<file path="config.mk">
export PLATFORM = sky130hd
export DESIGN_NAME = interp_sequencer
export DESIGN_NICKNAME = d
export VERILOG_FILES = /design/src/rtl/interp_pkg.sv /design/src/rtl/interp_tag_pipe.sv /design/src/rtl/interp_sequencer.sv
export SDC_FILE = /design/constraint.sdc
export NUM_CORES = 1
export LEC_CHECK = 0
export BUFFER_PORTS_ARGS = -buffer_cell sky130_fd_sc_hd__buf_2
export CAP_MARGIN = 20
export CORE_UTILIZATION = 35
export CTS_CLUSTER_SIZE = 14
export DETAILED_ROUTE_END_ITERATION = 8
export GPL_TIMING_DRIVEN = 0
export SYNTH_ARGS = -nofsm -noshare
export SYNTH_HDL_FRONTEND = slang
export SYNTH_HIERARCHICAL = 1
export SYNTH_SLANG_ARGS = --single-unit
</file>
<file path="constraint.sdc">
create_clock -name clk -period 3 [get_ports clk]
set_clock_uncertainty 0.2 [all_clocks]
set_input_delay 0.75 -clock clk [delete_from_list [all_inputs] [get_ports clk]]
set_output_delay 0.75 -clock clk [all_outputs]
set_load 0.02 [all_outputs]
</file>
<file path="src/rtl/interp_pkg.sv">
// interp_pkg: shared constants, FSM states and FIR tag type for the interpolation sequencer.
package interp_pkg;
   localparam int NUM_PIXEL = 8;
   localparam int TAPS = 8;
   localparam int HROWS = NUM_PIXEL + TAPS - 1;
   localparam int VROWS = 3 * NUM_PIXEL;
   localparam int H_OFS = TAPS / 2 - 1;
   localparam logic [1:0] SRC_IN = 2'd0, SRC_A = 2'd1, SRC_B = 2'd2, SRC_C = 2'd3;
   localparam logic [1:0] GRP_H = 2'd0, GRP_A = 2'd1, GRP_B = 2'd2, GRP_C = 2'd3;
   typedef enum logic [2:0] {IDLE, HORIZ, VERT, FLUSH, DONE} state_t;
   typedef struct packed {
      logic       valid;
      logic [1:0] grp;
      logic [3:0] row;
   } tag_t;
endpackage

</file>
<file path="src/rtl/interp_tag_pipe.sv">
// interp_tag_pipe: LAT-deep tag delay line matching FIR latency, with sync clear.
module interp_tag_pipe
   import interp_pkg::*;
#(
   parameter int LAT = 1
) (
   input  logic clk,
   input  logic rst,
   input  logic clr,
   input  tag_t d,
   output tag_t q
);
   tag_t pipe [LAT];
   always_ff @(posedge clk or posedge rst) begin
      if (rst) begin
         for (int i = 0; i < LAT; i++) pipe[i] <= '0;
      end else begin
         pipe[0] <= clr ? '0 : d;
         for (int i = 1; i < LAT; i++) pipe[i] <= clr ? '0 : pipe[i-1];
      end
   end
   assign q = pipe[LAT-1];
endmodule

</file>
<file path="src/rtl/interp_sequencer.sv">
// interp_sequencer: steps one 8x8 interpolation job through the shared FIR array,
// horizontal rows first, then the A/B/C vertical feedback passes.
module interp_sequencer
   import interp_pkg::*;
#(
   parameter int FIR_LAT = 1,
   parameter int CNT_W = 8
) (
   input  logic             clk,
   input  logic             rst,
   input  logic             start,
   input  logic             abort,
   output logic             in_ready,
   output logic             busy,
   output logic             done,
   output logic [CNT_W-1:0] cnt,
   output logic [1:0]       src_sel,
   output logic [3:0]       row_idx,
   output logic             fir_en,
   output logic             sr_load,
   output logic [3:0]       sr_row,
   output logic             out_load,
   output logic [1:0]       out_grp,
   output logic [2:0]       out_row
);
   state_t state_q, state_d;
   logic [CNT_W-1:0] cnt_q, cnt_d;
   logic [3:0] row_q, row_d;
   logic [1:0] src_q, src_d;
   tag_t tag_in, tag_out;
   logic h_hit;
   always_ff @(posedge clk or posedge rst) begin
      if (rst) begin
         state_q <= IDLE;
         cnt_q <= '0;
         row_q <= '0;
         src_q <= SRC_IN;
      end else begin
         state_q <= state_d;
         cnt_q <= cnt_d;
         row_q <= row_d;
         src_q <= src_d;
      end
   end
   // cnt_q doubles as the drain counter in FLUSH; it is masked off there
   always_comb begin
      state_d = state_q;
      cnt_d = cnt_q;
      row_d = row_q;
      src_d = src_q;
      case (state_q)
         IDLE: if (start) begin
            state_d = HORIZ;
            cnt_d = '0;
            row_d = '0;
            src_d = SRC_IN;
         end
         HORIZ: begin
            cnt_d = cnt_q + 1'b1;
            row_d = row_q + 4'd1;
            if (row_q == 4'(HROWS - 1)) begin
               state_d = VERT;
               row_d = '0;
               src_d = SRC_A;
            end
         end
         VERT: begin
            cnt_d = cnt_q + 1'b1;
            row_d = row_q + 4'd1;
            if (row_q == 4'(NUM_PIXEL - 1)) begin
               row_d = '0;
               src_d = src_q + 2'd1;
               if (src_q == SRC_C) begin
                  state_d = FLUSH;
                  cnt_d = '0;
               end
            end
         end
         FLUSH: begin
            cnt_d = cnt_q + 1'b1;
            if (cnt_q == CNT_W'(FIR_LAT - 1)) state_d = DONE;
         end
         default: state_d = IDLE;
      endcase
      if (abort) state_d = IDLE;
   end
   assign in_ready = state_q == IDLE;
   assign busy = !in_ready;
   assign done = state_q == DONE;
   assign fir_en = state_q == HORIZ || state_q == VERT;
   assign cnt = fir_en ? cnt_q : '0;
   assign src_sel = fir_en ? src_q : SRC_IN;
   assign row_idx = fir_en ? row_q : '0;
   // source and output-group encodings coincide, so the tag group is just src_sel
   assign tag_in = '{valid: fir_en, grp: src_sel, row: row_idx};
   interp_tag_pipe #(.LAT(FIR_LAT)) u_tag_pipe (
      .clk(clk),
      .rst(rst),
      .clr(abort),
      .d(tag_in),
      .q(tag_out)
   );
   assign sr_load = tag_out.valid && tag_out.grp == GRP_H;
   assign sr_row = sr_load ? tag_out.row : '0;
   assign h_hit = sr_load && tag_out.row >= 4'(H_OFS) && tag_out.row < 4'(H_OFS + NUM_PIXEL);
   assign out_load = h_hit || (tag_out.valid && tag_out.grp != GRP_H);
   assign out_grp = out_load ? tag_out.grp : GRP_H;
   assign out_row = !out_load ? '0 : h_hit ? 3'(tag_out.row - 4'(H_OFS)) : tag_out.row[2:0];
endmodule
</file>
==> results of run 1 <==
[logic make-up after synthesis]
kind of cell    after synthesis
xor+xnor                      9
compound gates               23
simple gates                 83
mux                           3
buf+inv                      17
flops                        24
fa+ha+maj                     6
[path summary, 6_finish.rpt]
check	end	slack [ps]	from
max reg2reg	u_tag_pipe/q[4]$_DFF_PP0_	1160	state_q[0]$_DFFE_PP0P_
max	src_sel[0]	230	state_q[0]$_DFFE_PP0P_
min in group clk	src_q[1]$_DFFE_PP0P_	360	src_q[1]$_DFFE_PP0P_
min reg2reg	src_q[1]$_DFFE_PP0P_	360	src_q[1]$_DFFE_PP0P_
min	u_tag_pipe/q[6]$_DFF_PP0_	210	rst
max in group asynchronous	state_q[1]$_DFFE_PP0P_	1780	rst
[synthesized netlist by cell type, types with 3 or more instances]
master	instances	area, µm²
a21oi_1	3	15.0
and2_1	17	106
and3_1	5	31.3
buf_2	4	20.0
dfrtp_1	24	601
ha_1	6	75.1
inv_1	11	41.3
nand2_1	13	48.8
nand3_1	4	20.0
nor2_1	15	56.3
nor2b_1	9	56.3
nor3_1	6	30.0
o21ai_0	4	20.0
o2bb2ai_1	3	26.3
xnor2_1	8	70.1
[registers in the layout (all words and copies together) (netlist names)]
| signal | cells |
|---|---|
| state_q | 3 |
| u_tag_pipe/q | 7 |
| src_q | 2 |
| row_q | 4 |
| cnt_q | 8 |
[area by class of cell]
class                           instances  area (µm²)  area share, %
Sequential cell                        24         601           32.6
Buffer                                  6        38.8           2.11
Multi-Input combinational cell        124         895           48.6
Clock buffer                            3        41.3           2.24
Tap cell                               52        65.1           3.53
Timing Repair Buffer                   32         160           8.70
Inverter                               11        41.3           2.24
[stage by stage]
| step | utilization (%) | instance area (µm²) | std cells | power, mW | hold WS, ps |
|---|---|---|---|---|---|
| final | 42.3 | 1840 | 252 | 0.793 | 207 |
| after global routing | 42.3 | 1840 | 252 | 0.850 | 240 |
| after CTS | 42.3 | 1840 | 252 | 0.810 | 204 |
| after detailed placement | 41.4 | 1800 | 249 | 0.620 | 334 |
| after global placement | 41.4 | 1800 | 249 | 0.619 | 326 |
| after floorplan | - | 1580 | 165 | 0.559 | 300 |
[power groups by stage]
| stage | registers (mW) | logic (mW) | clock network (mW) |
|---|---|---|---|
| after floorplan | 0.403 | 0.156 | 0 |
| after global placement | 0.413 | 0.206 | 0 |
| after detailed placement | 0.413 | 0.207 | 0 |
| after CTS | 0.407 | 0.208 | 0.196 |
| after global routing | 0.413 | 0.232 | 0.205 |
| final | 0.406 | 0.204 | 0.183 |
[per-layer routing]
layer | track usage, % | share of wire (%) | up-vias
met5 | 0 | 0 | -
met4 | 5.44 | 1.5 | 0
met3 | 2.05 | 3.9 | 4
met2 | 22.9 | 46 | 26
met1 | 19.6 | 49 | 543
li1 | - | - | 630
[layout by cell type, fill, tap and decap left out, types with 4 or more instances in the layout]
cell type	n
and2_1	17
and3_1	5
buf_2	36
dfrtp_1	24
ha_1	6
inv_1	11
nand2_1	13
nand3_1	4
nor2_1	15
nor2b_1	9
nor3_1	6
o21ai_0	4
xnor2_1	8
[critical path, delay by kind of cell, from the launching register on]
kind,cells,cell delay [ps]
AND/OR/NAND/NOR,2,300
XOR/XNOR,1,310
buffers and inverters,3,520
flip-flops,1,420
==> metrics.md, run 1 <==
| Metric | Value |
|---|---|
| Sum Neg Setup Slack | `0 ps` |
| DRC violation count after routing | `0` |
| Synthesized Nets | `~180` |
| Die Y | `between 60 and 70 µm` |
| Net switching power | `about 0.26 mW` |
| Hold_buf cts | `0` |
| Yosys warns | `6` |
| Detail Placement HPWL | `around 2500 µm` |
| Final period utilization | `about 92%` |
| Worst-case clock buffer depth | `2` |
| RSZ-0062 raised after global routing | `no` |
| Vias/cell | `4.77` |
| Compound-Gate Fraction of Synth Area | `11.8%` |
| FFs w/ async S/R, synth | `100%` |
| GPL Wtd Cong | `about 0.8` |
| CP Class | `register to output port` |
| R2r worst-path depth | `6` |
| Setup violators final | `0` |
| First-pass GRT wire length | `approximately 5600 µm` |
| Post-Route WL | `3160 µm` |
| Number of flops mapped to enable cells by yosys | `0` |
| Fin worst setup slack | `between 200 and 250 ps` |
| Syn avg cell area | `about 9.5 µm²` |
| Skew-Pair Late Insertion Delay | `about 260 ps` |
| CP max stage cell | `dfrtp_1` |
| Mapped Area | `roughly 1600 µm²` |
| H-tree depth | `1` |
| Starting density of the core | `between 30% and 40%` |
| Worst path cell trace | `buf_6, xnor2_1, nor2_1, buf_2, and2_1, buf_2` |
| Min cycle time layout | `2770 ps` |
| Post-Synth Adder-Cell Area | `4.77%` |
| Clock sink count | `24` |
| Die area | `~4800 µm²` |
| Worst vdd ir | `~0.2 mV` |
| Initial DRC Count | `35` |
| Seq/Total Area, Yosys | `about two fifths` |
| Via Count | `about 1200` |
| Initial antenna violation count | `0` |
| Relative slew slack | `about 55%` |
| Yosys reg bits | `24` |
| Number of I/O pins | `33` |
| Pre-CTS setup slack | `524 ps` |
| Max Slew Vio Count | `0` |
| Main combinational cell family by area after synthesis | `simple AND/OR/NAND/NOR gates` |
| WL/cell | `approximately 13 µm` |
| Synthesized instance count | `around 170` |
| Synthesized-area fraction occupied by xor and xnor cells | `about 5%` |
| Slew @ Worst Pin | `between 600 and 700 ps` |
| Critical Path Start Type | `register` |
| Final ANT Viol Nets | `0` |
| Critical path required time | `between 2000 and 2500 ps` |
| Static leakage | `around 0.96 nW` |
| Overall die width | `around 69 µm` |
| Nets | `212` |
| Pwr dens | `approximately 430 nW/µm²` |
| Largest net degree at the start of global routing | `18` |
| Clk slew on worst S/H paths | `approximately 80 ps` |
| Worst hold-check path type | `input pin to asynchronous set/reset pin` |
| CP most frequent cell | `buf_2` |
| Total of max-cap violations | `0` |
| Root Buffer | `clkbuf_8` |
| Standard-cell row count | `24` |
| Slowest stage delay, CP | `between 400 and 500 ps` |
| Multiplexer share of the synthesized area | `2.22%` |
| Total congestion overflow | `0` |
| Synth Flop Type | `dfrtp_1` |
| TritonCTS buffer count | `3` |
| Part of the power in registers | `between 50 and 60%` |
| CP Capture Type | `output port` |
| PostCTS Resize Cnt | `0` |
| Crit-path max FO | `11` |
| Clock power frac | `a little under a quarter` |
| # Post-CTS Setup Buffers | `0` |
| Initial DRT Pass Iterations | `4` |
| Simple-Gate Fraction of Synth Area | `roughly a third` |
| Area growth syn-to-layout | `16.9%` |
| Total track usage | `approximately 14%` |
| Netlist cell types | `45` |
| # fillers | `435` |
| CTS tree | `yes` |
| Vias in the first global route | `around 1200` |
| Share of cells above drive strength 1 | `a little over a quarter` |
| Final hold viol count | `0` |
| Data arrival, critical path | `approximately 1800 ps` |
| Outcome | `finished, final reports clean` |
| IO Port Bufs | `32` |
| Switching share of power | `roughly 33%` |
| Cell-internal power | `between 0.5 and 0.6 mW` |
| Fmax | `between 300 and 400 MHz` |
| # diodes | `0` |
| Comb power frac | `25.7%` |
| Core Box Area | `between 4000 and 5000 µm²` |
No activity file was read; power rests on OpenSTA's default activity.
==> inputs of run 2 (changes only) <==
- SETUP_SLACK_MARGIN: not set -> 0.4
==> metrics.md, run 2 (synthesis gave the netlist of run 1 again) <==
| Metric | Value |
|---|---|
| Outcome | `finished, final reports clean` |
| Total congestion overflow | `0` |
| Clock power frac | `23.1%` |
| Critical Path Start Type | `register` |
| Total track usage | `between 10 and 15%` |
| Clk slew on worst S/H paths | `70 ps` |
| Vias in the first global route | `~1200` |
| Core Box Area | `about 4400 µm²` |
| Min cycle time layout | `~2600 ps` |
| Clock sink count | `24` |
| Max reg flops | `8` |
| Initial antenna violation count | `0` |
| Data arrival, critical path | `between 1500 and 2000 ps` |
| Worst reg2reg setup slack | `around 1200 ps` |
| Vias/cell | `4.90` |
| Skew-Pair Late Insertion Delay | `260 ps` |
| Fin worst setup slack | `between 400 and 500 ps` |
| Via Count | `1254` |
| Final ANT Viol Nets | `0` |
| TritonCTS buffer count | `3` |
| IO Port Bufs | `32` |
| Switching share of power | `33.5%` |
| Fmax | `392 MHz` |
| GPL Wtd Cong | `about 0.81` |
| Reg2reg start | `row_q[1]$_DFFE_PP0P_` |
| Overall die width | `around 69 µm` |
| CP Capture Type | `output port` |
| DRC violation count after routing | `0` |
| Worst vdd ir | `just over 0.2 mV` |
| Worst-case clock buffer depth | `2` |
| Detail Placement HPWL | `roughly 2500 µm` |
| Hold_buf cts | `0` |
| Final hold viol count | `0` |
| Initial DRC Count | `41` |
| Worst hold-check path type | `input pin to asynchronous set/reset pin` |
| Standard-cell row count | `24` |
| Static leakage | `around 0.99 nW` |
| H-tree depth | `1` |
| Fin cells | `256` |
| Net switching power | `roughly 0.27 mW` |
| Most frequent cells in the layout | `34 x buf_2, 23 x dfrtp_1, 17 x and2_1, 13 x nand2_1, 12 x nor2_1` |
| Die area | `around 4800 µm²` |
| First-pass GRT wire length | `5640 µm` |
| Pwr dens | `approximately 420 nW/µm²` |
| Most common cell after layout, fill and taps aside | `buf_2` |
| Crit-path max FO | `3` |
| Critical R2R Capture | `src_q[1]$_DFFE_PP0P_` |
| Setup violators final | `0` |
| Post-Route WL | `about 3200 µm` |
| Sum Neg Setup Slack | `0 ps` |
| Starting density of the core | `between 30% and 40%` |
| Placed cells | `249` |
| Met1 Usage GRT | `19.7%` |
| Pre-CTS setup slack | `about 520 ps` |
| RSZ-0062 raised after global routing | `yes` |
| Largest net degree at the start of global routing | `18` |
| Worst path depth | `6` |
| WL/cell | `about 13 µm` |
| Most flops, register | `cnt_q` |
| Root Buffer | `clkbuf_8` |
| Gr busiest metal | `met2` |
| Nets | `~220` |
| Slew @ Worst Pin | `approximately 700 ps` |
| R2r worst-path depth | `5` |
| Share of cells above drive strength 1 | `a little under a third` |
| Initial DRT Pass Iterations | `4` |
| CP max stage cell | `dfrtp_1` |
| Met2 global-route usage | `approximately a quarter` |
| Final period utilization | `a little under nine tenths` |
| Delay-heaviest family, CP | `flip-flops` |
| # diodes | `0` |
| Cell-internal power | `approximately 0.54 mW` |
| Relative slew slack | `approximately 54%` |
| Critical path buffers and inverters | `1` |
| Util after Layout | `roughly 45%` |
| Slowest stage delay, CP | `around 420 ps` |
| Part of the power in registers | `50.3%` |
| Worst path cell trace | `ha_4, nor2_4, xnor2_2, o31a_1, and2_1, buf_2` |
| Number of I/O pins | `33` |
| Met3 usage in global routing | `approximately 3%` |
| Critical path required time | `just over 2000 ps` |
| CP Class | `register to output port` |
| Max Slew Vio Count | `0` |
| Die Y | `69.1 µm` |
| Total of max-cap violations | `0` |
| Area growth syn-to-layout | `23.3%` |
| Hold slack | `between 200 and 250 ps` |
| CTS tree | `yes` |
| Comb power frac | `a little over a quarter` |
run 2: cell count changes in the layout (fill, tap and decap cells not counted), moves of 2 or more:
cell	change
xnor2_1	-2
buf_6	+2
buf_2	-2
nor2_4	+2
nor2_1	-3
buf_4	+4
run 2: how the worst max path moves through the flow:
stage                                         start         end  slack, ps
after floorplan           u_tag_pipe/q[0]$_DFF_PP0_  out_row[1]        560
after global placement       state_q[0]$_DFFE_PP0P_  src_sel[0]        530
final                     u_tag_pipe/q[1]$_DFF_PP0_  out_row[0]        450
after global routing      u_tag_pipe/q[1]$_DFF_PP0_  out_row[0]        380
after detailed placement     state_q[0]$_DFFE_PP0P_  src_sel[0]        520
after CTS                    state_q[0]$_DFFE_PP0P_  src_sel[0]        410
run 2: what timing repair did:
action | 4_1_cts | 5_1_grt
pin swaps | 1 | 1
setup buffers | 3 | 1
endpoints found under the hold margin | 0 | 0
gates resized for setup | 9 | 8
setup endpoints to repair | 12 | 15
run 2: area by class of cell:
class                   instances  area [µm²]
repair buffers                 36         190
flip-flops and latches         24         602
fillers                       422        2410
multi-input cells             124         951
clock buffers                   3        41.3
well taps                      52        65.1
inverters                      11        41.3
plain buffers                   6        51.3
run 2: power groups by stage:
stage          Combinational, mW  Clock, mW  Sequential [mW]
6_report                   0.216      0.187            0.408
5_1_grt                    0.244      0.207            0.413
4_1_cts                    0.216      0.196            0.407
3_5_place_dp               0.207          0            0.413
3_3_place_gp               0.206          0            0.413
2_1_floorplan              0.156          0            0.403
run 2: routing by layer:
metal | up-vias | share of wire (%)
li1 | 639 | -
met2 | 31 | 47
met1 | 580 | 48
met4 | 0 | 1.0
met5 | - | 0
met3 | 4 | 4.5
run 2: metrics by stage:
step	total power [mW]	cell area (µm²)
after floorplan	0.559	1580
after global placement	0.619	1800
after detailed placement	0.620	1800
after CTS	0.818	1910
after global routing	0.865	1940
final	0.810	1940
==> inputs of run 3 (changes only) <==
- clock period: 3 -> 2.5 ns (I/O delays scaled with it)
==> metrics.md, run 3 (synthesis gave the netlist of run 1 again) <==
| Metric | Value |
|---|---|
| Outcome | `finished, final reports clean` |
| Die area | `between 4000 and 5000 µm²` |
| Initial antenna violation count | `0` |
| Nets | `about 240` |
| Die Y | `roughly 69 µm` |
| Clk slew on worst S/H paths | `80 ps` |
| Worst vdd ir | `0.224 mV` |
| Worst reg2reg setup slack | `460 ps` |
| IO Port Bufs | `32` |
| RSZ-0062 raised after global routing | `yes` |
| Pwr dens | `just under 500 nW/µm²` |
| Slew @ Worst Pin | `687 ps` |
| Sum Neg Setup Slack | `0 ps` |
| Static leakage | `1.15 nW` |
| Fmax | `between 400 and 500 MHz` |
| Share of cells above drive strength 1 | `46.2%` |
| Root Buffer | `clkbuf_8` |
| Critical path required time | `between 1500 and 2000 ps` |
| CP Class | `register to output port` |
| Data arrival, critical path | `roughly 1600 ps` |
| Final ANT Viol Nets | `0` |
| Final hold viol count | `0` |
| GPL Wtd Cong | `between 0.8 and 0.9` |
| Reg2reg start | `state_q[0]$_DFFE_PP0P_` |
| Number of I/O pins | `33` |
| Critical R2R Capture | `src_q[1]$_DFFE_PP0P_` |
| Total track usage | `about 15%` |
| Worst hold-check path type | `input pin to asynchronous set/reset pin` |
| Most frequent cells in the layout | `32 x buf_6, 23 x dfrtp_1, 21 x buf_4, 13 x nand2_1` |
| Vias/cell | `slightly below 5` |
| Detail Placement HPWL | `2430 µm` |
| Max reg flops | `8` |
| Total of max-cap violations | `0` |
| Most flops, register | `cnt_q` |
| Setup violators final | `0` |
| Vias in the first global route | `around 1200` |
| Met3 wire len | `between 100 and 150 µm` |
| CTS tree | `yes` |
| Max Slew Vio Count | `0` |
| Overall die width | `69.1 µm` |
| Initial DRC Count | `57` |
| Delay-heaviest family, CP | `flip-flops` |
| Clock sink count | `24` |
| Most common cell after layout, fill and taps aside | `buf_6` |
| Critical Path Start Type | `register` |
| Relative slew slack | `between 50% and 60%` |
| Hold slack | `between 70 and 80 ps` |
| FF+latch area | `around 600 µm²` |
| Multi-input gate area | `1030 µm²` |
| H-tree depth | `1` |
| Worst-case clock buffer depth | `2` |
| Via Count | `around 1400` |
| Post-Route WL | `approximately 3800 µm` |
| DRC violation count after routing | `0` |
| Met2 WL post-DR | `just under 2000 µm` |
| Worst path cell trace | `ha_2, nor2_4, xnor2_2, o31a_1, and2_4, buf_6` |
| CP max stage cell | `dfrtp_1` |
| Min cycle time layout | `around 2400 ps` |
| Crit-path max FO | `2` |
| First-pass GRT wire length | `5810 µm` |
| Slowest stage delay, CP | `approximately 400 ps` |
| TritonCTS buffer count | `3` |
| # fillers | `~400` |
| CP Capture Type | `output port` |
| Worst path depth | `6` |
| Area growth syn-to-layout | `51.3%` |
| Standard-cell row count | `24` |
| Core Box Area | `~4400 µm²` |
| M1 WL | `roughly 1700 µm` |
| R2r worst-path depth | `8` |
| CP endpoint | `out_row[0]` |
| WL/cell | `approximately 14 µm` |
| # diodes | `0` |
| Skew-Pair Late Insertion Delay | `260 ps` |
| Final period utilization | `between 90% and 100%` |
| Critical path buffers and inverters | `1` |
| CP startpoint | `u_tag_pipe/q[0]$_DFF_PP0_` |
| Total congestion overflow | `0` |
| Starting density of the core | `around 36%` |
| DR top layer | `met4` |
| Largest net degree at the start of global routing | `18` |
| Initial DRT Pass Iterations | `4` |
-- run 3: cell count changes in the layout (fill, tap and decap cells not counted), moves of 4 or more --
cell / before / now
and2_4: 0 / 12
nor3_1: 6 / 2
buf_2: 34 / 8
buf_6: 3 / 32
buf_4: 5 / 21
nor3_4: 1 / 5
and2_1: 17 / 5
-- run 3: final cells by class --
class	instances	share of cell area, %
Sequential cell	24	25.2
Clock buffer	3	1.73
Inverter	11	1.73
Multi-Input combinational cell	124	43.3
Tap cell	52	2.73
Timing Repair Buffer	56	21.6
Clock inverter	1	1.26
Buffer	6	2.41
-- run 3: how the worst min path moves through the flow --
stage | from | to | slack, ps
after floorplan | rst | u_tag_pipe/q[0]$_DFF_PP0_ | 230
after global placement | src_q[1]$_DFFE_PP0P_ | src_q[1]$_DFFE_PP0P_ | 320
after detailed placement | src_q[1]$_DFFE_PP0P_ | src_q[1]$_DFFE_PP0P_ | 330
after CTS | rst | u_tag_pipe/q[3]$_DFF_PP0_ | 70
after global routing | rst | u_tag_pipe/q[3]$_DFF_PP0_ | 100
final | rst | u_tag_pipe/q[3]$_DFF_PP0_ | 70
-- run 3: power breakdown --
group / internal, mW / total (mW) / leakage [nW] / switching (mW)
Combinational: 0.160 / 0.336 / 0.794 / 0.176
Clock: 0.214 / 0.335 / 0.0357 / 0.121
Sequential: 0.427 / 0.493 / 0.324 / 0.0666
Total: 0.801 / 1.16 / 1.15 / 0.364
-- run 3: through the flow --
step           cells  utilization (%)  total power, mW  cell area [µm²]  setup WS (ps)
2_1_floorplan    165                -            0.676             1610            332
3_3_place_gp     249             42.1            0.747             1830            223
3_5_place_dp     249             42.1            0.750             1830            201
4_1_cts          267             49.4             1.13             2150           87.7
5_1_grt          277             54.7             1.23             2380           15.8
6_report         277             54.7             1.16             2380           70.7
-- run 3: routing by layer --
metal,vias up,GRT usage [%]
met5,-,0
met4,0,4.08
met3,2,2.34
met1,645,20.7
li1,682,-
met2,26,24.9
-- run 3: what timing repair did --
item | CTS | global route
endpoints found under the setup margin | 27 | 27
pin swaps | 11 | 6
hold buffers | 0 | 0
resized for setup | 39 | 51
gates cloned | 0 | 1
buffers inserted | 14 | 9
